**config.mk**
```make
export PLATFORM = sky130hd
export DESIGN_NAME = key_debounce_pulse
export DESIGN_NICKNAME = d
export VERILOG_FILES = /design/src/rtl/key_if_pkg.sv /design/src/rtl/sync_2ff.sv /design/src/rtl/key_debounce_pulse.sv
export SDC_FILE = /design/constraint.sdc
export NUM_CORES = 1
export LEC_CHECK = 0
export ABC_AREA = 0
export ABC_CLOCK_PERIOD_IN_PS = 5200
export CAP_MARGIN = 20
export CORE_MARGIN = 2
export CORE_UTILIZATION = 65
export CTS_BUF_LIST = sky130_fd_sc_hd__clkbuf_8
export CTS_CLUSTER_DIAMETER = 60
export DETAILED_ROUTE_END_ITERATION = 10
export PLACE_DENSITY = 0.85
export SYNTH_ARGS = -nofsm -noshare
export SYNTH_HDL_FRONTEND = slang
export SYNTH_SLANG_ARGS = --single-unit
export TNS_END_PERCENT = 50
```
**constraint.sdc**
```tcl
create_clock -name clk -period 5.2 [get_ports clk]
set_input_delay 1.04 -clock clk [delete_from_list [all_inputs] [get_ports clk]]
set_output_delay 1.04 -clock clk [all_outputs]
set_load 0.02 [all_outputs]
```
**src/rtl/key_if_pkg.sv**
```systemverilog
// Shared types and constants for push-button conditioning and downstream consumers.
// Buttons are active-low: a pressed key reads 0.
package key_if_pkg;

  typedef enum logic [1:0] {
    StIdle       = 2'b00,
    StPressChk   = 2'b01,
    StHeld       = 2'b10,
    StReleaseChk = 2'b11
  } key_fsm_e;

  localparam logic KEY_PRESSED  = 1'b0;
  localparam logic KEY_RELEASED = 1'b1;

endpackage

```
**src/rtl/sync_2ff.sv**
```systemverilog
// Two-flop synchroniser for a single asynchronous input bit.
// Reset value is a parameter so idle-high and idle-low inputs both start quiet.
module sync_2ff #(
  parameter logic ResetVal = 1'b1
) (
  input  logic clk_i,
  input  logic rst_i,
  input  logic d_i,
  output logic q_o
);

  logic s1_q;
  logic s2_q;

  always_ff @(posedge clk_i) begin
    if (rst_i) begin
      s1_q <= ResetVal;
      s2_q <= ResetVal;
    end else begin
      s1_q <= d_i;
      s2_q <= s1_q;
    end
  end

  assign q_o = s2_q;

endmodule

```
**src/rtl/key_debounce_pulse.sv**
```systemverilog
// Synchronises and debounces an active-low button; emits a clean level plus
// one-cycle press and release strobes, all registered.
module key_debounce_pulse
  import key_if_pkg::*;
#(
  parameter int unsigned DEBOUNCE_CYCLES = 1_000_000
) (
  input  logic clk,
  input  logic rst,
  input  logic key,
  output logic key_state,
  output logic key_pulse,
  output logic release_pulse
);

  localparam int unsigned CNT_W = $clog2(DEBOUNCE_CYCLES);
  localparam logic [CNT_W-1:0] CntMax = CNT_W'(DEBOUNCE_CYCLES - 1);

  logic             key_sync;
  key_fsm_e         state_q;
  logic [CNT_W-1:0] cnt_q;
  logic             key_state_q;
  logic             key_pulse_q;
  logic             release_pulse_q;

  sync_2ff #(
    .ResetVal(KEY_RELEASED)
  ) u_sync (
    .clk_i(clk),
    .rst_i(rst),
    .d_i  (key),
    .q_o  (key_sync)
  );

  always_ff @(posedge clk) begin
    if (rst) begin
      state_q         <= StIdle;
      cnt_q           <= '0;
      key_state_q     <= KEY_RELEASED;
      key_pulse_q     <= 1'b0;
      release_pulse_q <= 1'b0;
    end else begin
      // Strobes default low so each accept yields exactly one cycle.
      key_pulse_q     <= 1'b0;
      release_pulse_q <= 1'b0;
      unique case (state_q)
        StIdle: begin
          if (key_sync == KEY_PRESSED) begin
            state_q <= StPressChk;
            cnt_q   <= '0;
          end
        end
        StPressChk: begin
          if (key_sync == KEY_RELEASED) begin
            state_q <= StIdle;
            cnt_q   <= '0;
          end else if (cnt_q == CntMax) begin
            state_q     <= StHeld;
            cnt_q       <= '0;
            key_state_q <= KEY_PRESSED;
            key_pulse_q <= 1'b1;
          end else begin
            cnt_q <= cnt_q + CNT_W'(1);
          end
        end
        StHeld: begin
          if (key_sync == KEY_RELEASED) begin
            state_q <= StReleaseChk;
            cnt_q   <= '0;
          end
        end
        StReleaseChk: begin
          if (key_sync == KEY_PRESSED) begin
            state_q <= StHeld;
            cnt_q   <= '0;
          end else if (cnt_q == CntMax) begin
            state_q         <= StIdle;
            cnt_q           <= '0;
            key_state_q     <= KEY_RELEASED;
            release_pulse_q <= 1'b1;
          end else begin
            cnt_q <= cnt_q + CNT_W'(1);
          end
        end
        default: begin
          state_q <= StIdle;
          cnt_q   <= '0;
        end
      endcase
    end
  end

  assign key_state     = key_state_q;
  assign key_pulse     = key_pulse_q;
  assign release_pulse = release_pulse_q;

endmodule

```
# Word-level counts from Yosys, hierarchy flattened
# Cells that the tools add are included.
# word_totals
register_bits	27
word_cells	49
inputBits	3
output_inout_bits	3
# classes
mux	19
bitwise_logic	3
n_eq_ne	12
addsub	1
n_reduce_logical	7
# ops
op	count
two-way mux 20 bit	5
one-hot mux 20 bit (4 select lines)	1
adder 20 x 1 -> 20 bit (second input constant)	1
== test 20 bit (second input constant)	1
two-way mux 2 bit	6
inequality test 2 bit (second input constant)	4
one-hot mux 2 bit (4 select lines)	1
OR reduction 3 bit	2
two-way mux 1 bit	5
AND reduction 5 bit	1
== test 2 bit (second input constant)	2
inequality test 2 x 1 -> 1 bit (second input constant)	2
AND reduction 4 bit	1
inequality test 3 x 2 -> 1 bit (second input constant)	1
inequality test 3 bit (second input constant)	1
NOT 1 bit	3
== test 2 x 1 -> 1 bit (second input constant)	1
logical NOT 2 bit	1
one-hot mux 1 bit (2 select lines)	1
AND reduction 2 bit	1
nonzero test 2 bit	1

# Longest topological paths before layout
# depth
depth_word	4
ltp_mapped	7
ltp_nobuf	6

# Modules after synthesis
# A second synthesis with hierarchy kept.
# unflattened
cells_unflattened	159
area_unflattened_um2	1350.0
# by_module_without_submodules
module	cells_each	area_per_inst_um2	seq_area_each_um2	n_inst
key_debounce_pulse	155	1297.5	500.5	1
sync_2ff	4	52.6	40.0	1

# Least setup slack after synthesis
# No wires, ideal clock.
# synth_timing
path_kind	input to register
start	in rst
end	reg cnt_q[18]
arrival_ps	2038
required_time_ps	5138
setup_ps	62
path_buffers	1
slack_ps	3100
stages	5
cell_sequence	nand3b_1 a21o_4 buf_6 or3_1 nand3_1
# synth_rtl
item	line	text
from (decl)	key_debounce_pulse.sv:9	input logic rst,
to (signal assigned)	key_debounce_pulse.sv:63	cnt_q <= cnt_q + CNT_W'(1);
to (signal assigned)	key_debounce_pulse.sv:82	cnt_q <= cnt_q + CNT_W'(1);
to (decl)	key_debounce_pulse.sv:21	logic [CNT_W-1:0] cnt_q;

==> results.md <==
- CTS tree: built
- Number of synthesized flops with an enable pin: 0
- Synthesis-stage register bit count: 27
- Number of antenna violations at the first check in global routing: 0
- Hold Vio Cnt, Final: 0
- Final worst path period need: 3.20 ns
- Post-CTS Setup Inserts: 0
- Clk_skew: approximately 0.0028 ns
- Worst reg2reg setup slack: roughly 2.7 ns
- Proportion of synthesized area in mux cells: less than 1%
- Ys async rst share: 0%
- Count of input and output buffers: 5
- Synth Area in XOR/XNOR: 1.25%
- Dpl ws: 1.74 ns
- Num rows: 16
- RSZ-0062 raised after global routing: false
- Initial DRC count: between 40 and 50
- Ports: 6
- Die width: 50.5 um
- Fmax: roughly 310 MHz
- Flop pwr share: 62.1%
- Fillers: ~170
- GRT Resource Usage Total: approximately a quarter
- Area growth from synthesis to layout: 5.16%
- DRC viols: 0
- Syn Nets: 176
- Cell Chain, Critical Path: clkdlybuf4s50_1 > nand3b_1 > a21oi_1 > or2b_1 > a31oi_1
- Reg clk slew, reported paths: about 0.090 ns
- Final critical-path share of the clock period: between 60 and 70%
- Worst R2R End: cnt_q[16]
- Final WL: between 2000 and 3000 um
- Largest family of logic cells by synthesized area: simple AND/OR/NAND/NOR gates
- Total Nets Final: 177
- Final WS setup: about 2.0 ns
- P per Cell Area: about 230 nW/um^2
- Worst Max-Slew Pin Slew: between 1 and 1.5 ns
- Int Pwr: ~0.00026 W
- Register area: roughly 540 um^2
- Initial Utilization: 70.3%
- Multi-input logic area: 802 um^2
- Critical-path top delay cell: a21oi_1
- Worst min path class: flip-flop to flip-flop
- Drt pass-1 iters: 5
- GRT overflow: 0
- Area of the core: around 2000 um^2
- Gate power share: approximately 3.3%
- Worst EP arrival: 3.40 ns
- Layout Utilization: between 70% and 80%
- Post-Place Cells: ~200
- Compound-Gate Fraction of Synth Area: roughly an eighth
- Switching share of power: 21.2%
- Clk sinks: 27
- Hold Buf Count CTS: 0
- Critical path's top delay family: compound AO/OA/AOI/OAI gates
- Worst-case clock buffer depth: 2
- Status: complete, no violations
- Vias: 1281
- Area of the mapped netlist: between 1000 and 1500 um^2
- Post-Layout Cell Count: about 200
- Die H: about 51 um
- CTS buffer count: 3
- Vias in the first global route: 1172
- Largest net degree at the start of global routing: 16
- Max_cap viols: 0
- P_leak: 0.501 nW
- Slew HR: 27.6%
- Prevailing post-synth register cell: dfxtp_1
- Peak supply drop: about 180 uV
- Worst Path Required: ~5.4 ns
- WP depth: 5
- Syn Inst Count: ~170
- Ratio of cells with drive above 1 in the final layout: 12.8%
- Startpoint Class: input pin
- Antenna Violating Nets Remaining: 0
- Die ar.: 2550 um^2
- Final Max Tran Viols: 0
- Syn. warnings: 0
- Endpoints failing setup: 0
- Setup CP Type: input pin to flip-flop
- Post-Synth Adder-Cell Area: less than 1%
- Clock power share: about a third
- P_sw: about 0.000071 W
- Worst Setup SP: rst
- Setup crit end: cnt_q[16]
- Nature of the critical path endpoint: flip-flop
- Seq/Total Area, Yosys: between 30% and 40%
- Root buf cell: clkbuf_8
- Crit-path max FO: 14
- First-pass GRT wire length: around 5100 um
- Worst-Skew Late Latency: approximately 0.27 ns
- Total power: 0.000336 W
- Drt wl/cell: between 10 and 15 um
- Worst path bufs/invs: 1
- Crit-path max cell delay: about 0.90 ns
- Synth Area in Simple Gates: roughly two fifths
- Antenna cells: 0
- Via-to-Cell Ratio: 6.44
- Half-perimeter wire length after placement: 2110 um
- R2R depth: 5
- Setup TNS Final: 0 ns
- CTS resizes: 0
- Placer Congestion: roughly 0.84
- Syn Area/Cell: between 8 and 9 um^2
- Unique cell type count in the Yosys netlist: between 40 and 50
- CTS H-tree lvls: 1
==> logic make-up (layout without fill, tap and decap cells) <==
family	count (synthesis)	count (layout)
buffers and inverters	11	11
adders and majority gates	1	1
muxes	1	1
and+or+nand+nor	102	102
AOI/OAI and AO/OA	28	28
xor gates and xnor gates	2	2
DFF	27	27
==> through the flow <==
| stage | instance area [um^2] | hold slack [ns] |
|---|---|---|
| 5_1_grt | 1480 | 0.460 |
| 3_5_place_dp | 1430 | 0.407 |
| 3_3_place_gp | 1430 | 0.400 |
| 2_1_floorplan | 1410 | 0.389 |
| 4_1_cts | 1480 | 0.438 |
| 6_report | 1480 | 0.434 |
==> layout by cell type, fill, tap and decap left out, drive strengths merged, types with 6 or more instances in the layout <==
cell,n
dfxtp,27
nand2,24
nand3,23
a21oi,13
nor2,7
nand4,8
nor3,6
o21ai,6
or3,9
==> worst min-delay path by stage <==
stage | to | cells after the start | from
CTS | u_sync.q_o | 1 | u_sync.s1_q
finish | u_sync.q_o | 1 | u_sync.s1_q
global placement | u_sync.q_o | 1 | u_sync.s1_q
global route | u_sync.q_o | 1 | u_sync.s1_q
detailed placement | u_sync.q_o | 1 | u_sync.s1_q
floorplan | u_sync.q_o | 1 | u_sync.s1_q
==> cells in the mapped netlist, types with 4 or more instances <==
| library cell | n | area, um^2 |
|---|---|---|
| dfxtp_1 | 27 | 541 |
| o21ai_0 | 4 | 20.0 |
| or3_2 | 6 | 45.0 |
| nor2_1 | 7 | 26.3 |
| or2_2 | 5 | 31.3 |
| nand4_1 | 8 | 50.1 |
| nor3_1 | 6 | 30.0 |
| nor4_1 | 4 | 25.0 |
| nand2_1 | 24 | 90.1 |
| nand3_1 | 23 | 115 |
| a21oi_1 | 13 | 65.1 |
==> worst reg2reg max path, stage by stage, from the launching register on <==
cell and delay [ns]:
dfxtp_1 0.36, xnor2_1 0.44, nand3b_1 0.30, a21oi_1 0.91
or2b_1 0.29, a31oi_1 0.17
==> power groups by stage <==
stage	clock network, W	logic (W)	registers [W]
CTS	0.000118	0.0000109	0.000209
global route	0.000124	0.0000121	0.000209
floorplan	0	0.00000760	0.000213
detailed placement	0	0.0000109	0.000213
finish	0.000116	0.0000110	0.000209
global placement	0	0.0000104	0.000213
==> area by class of cell <==
cell class                      count  area share (%)
Clock inverter                      1           0.254
Inverter                            2           0.508
Clock buffer                        3            2.79
Sequential cell                    27            36.5
Tap cell                           27            2.28
Multi-Input combinational cell    134            54.2
Timing Repair Buffer                5            3.38
==> layer usage <==
layer,global-route usage (%),wire [um],vias up
met5,0,0,-
met3,4.17,152,9
li1,-,-,633
met2,46.5,1520,47
met4,6.76,51,0
met1,31.7,1250,592
==> state kept, by name, indices dropped and copies added, names as in the netlist, named ones only <==
signal and cells:
cnt_q 20, key_pulse 1, key_state 1, release_pulse 1
state_q 1, u_sync.q_o 1, u_sync.s1_q 1
Power figures use the tool's default switching activity.
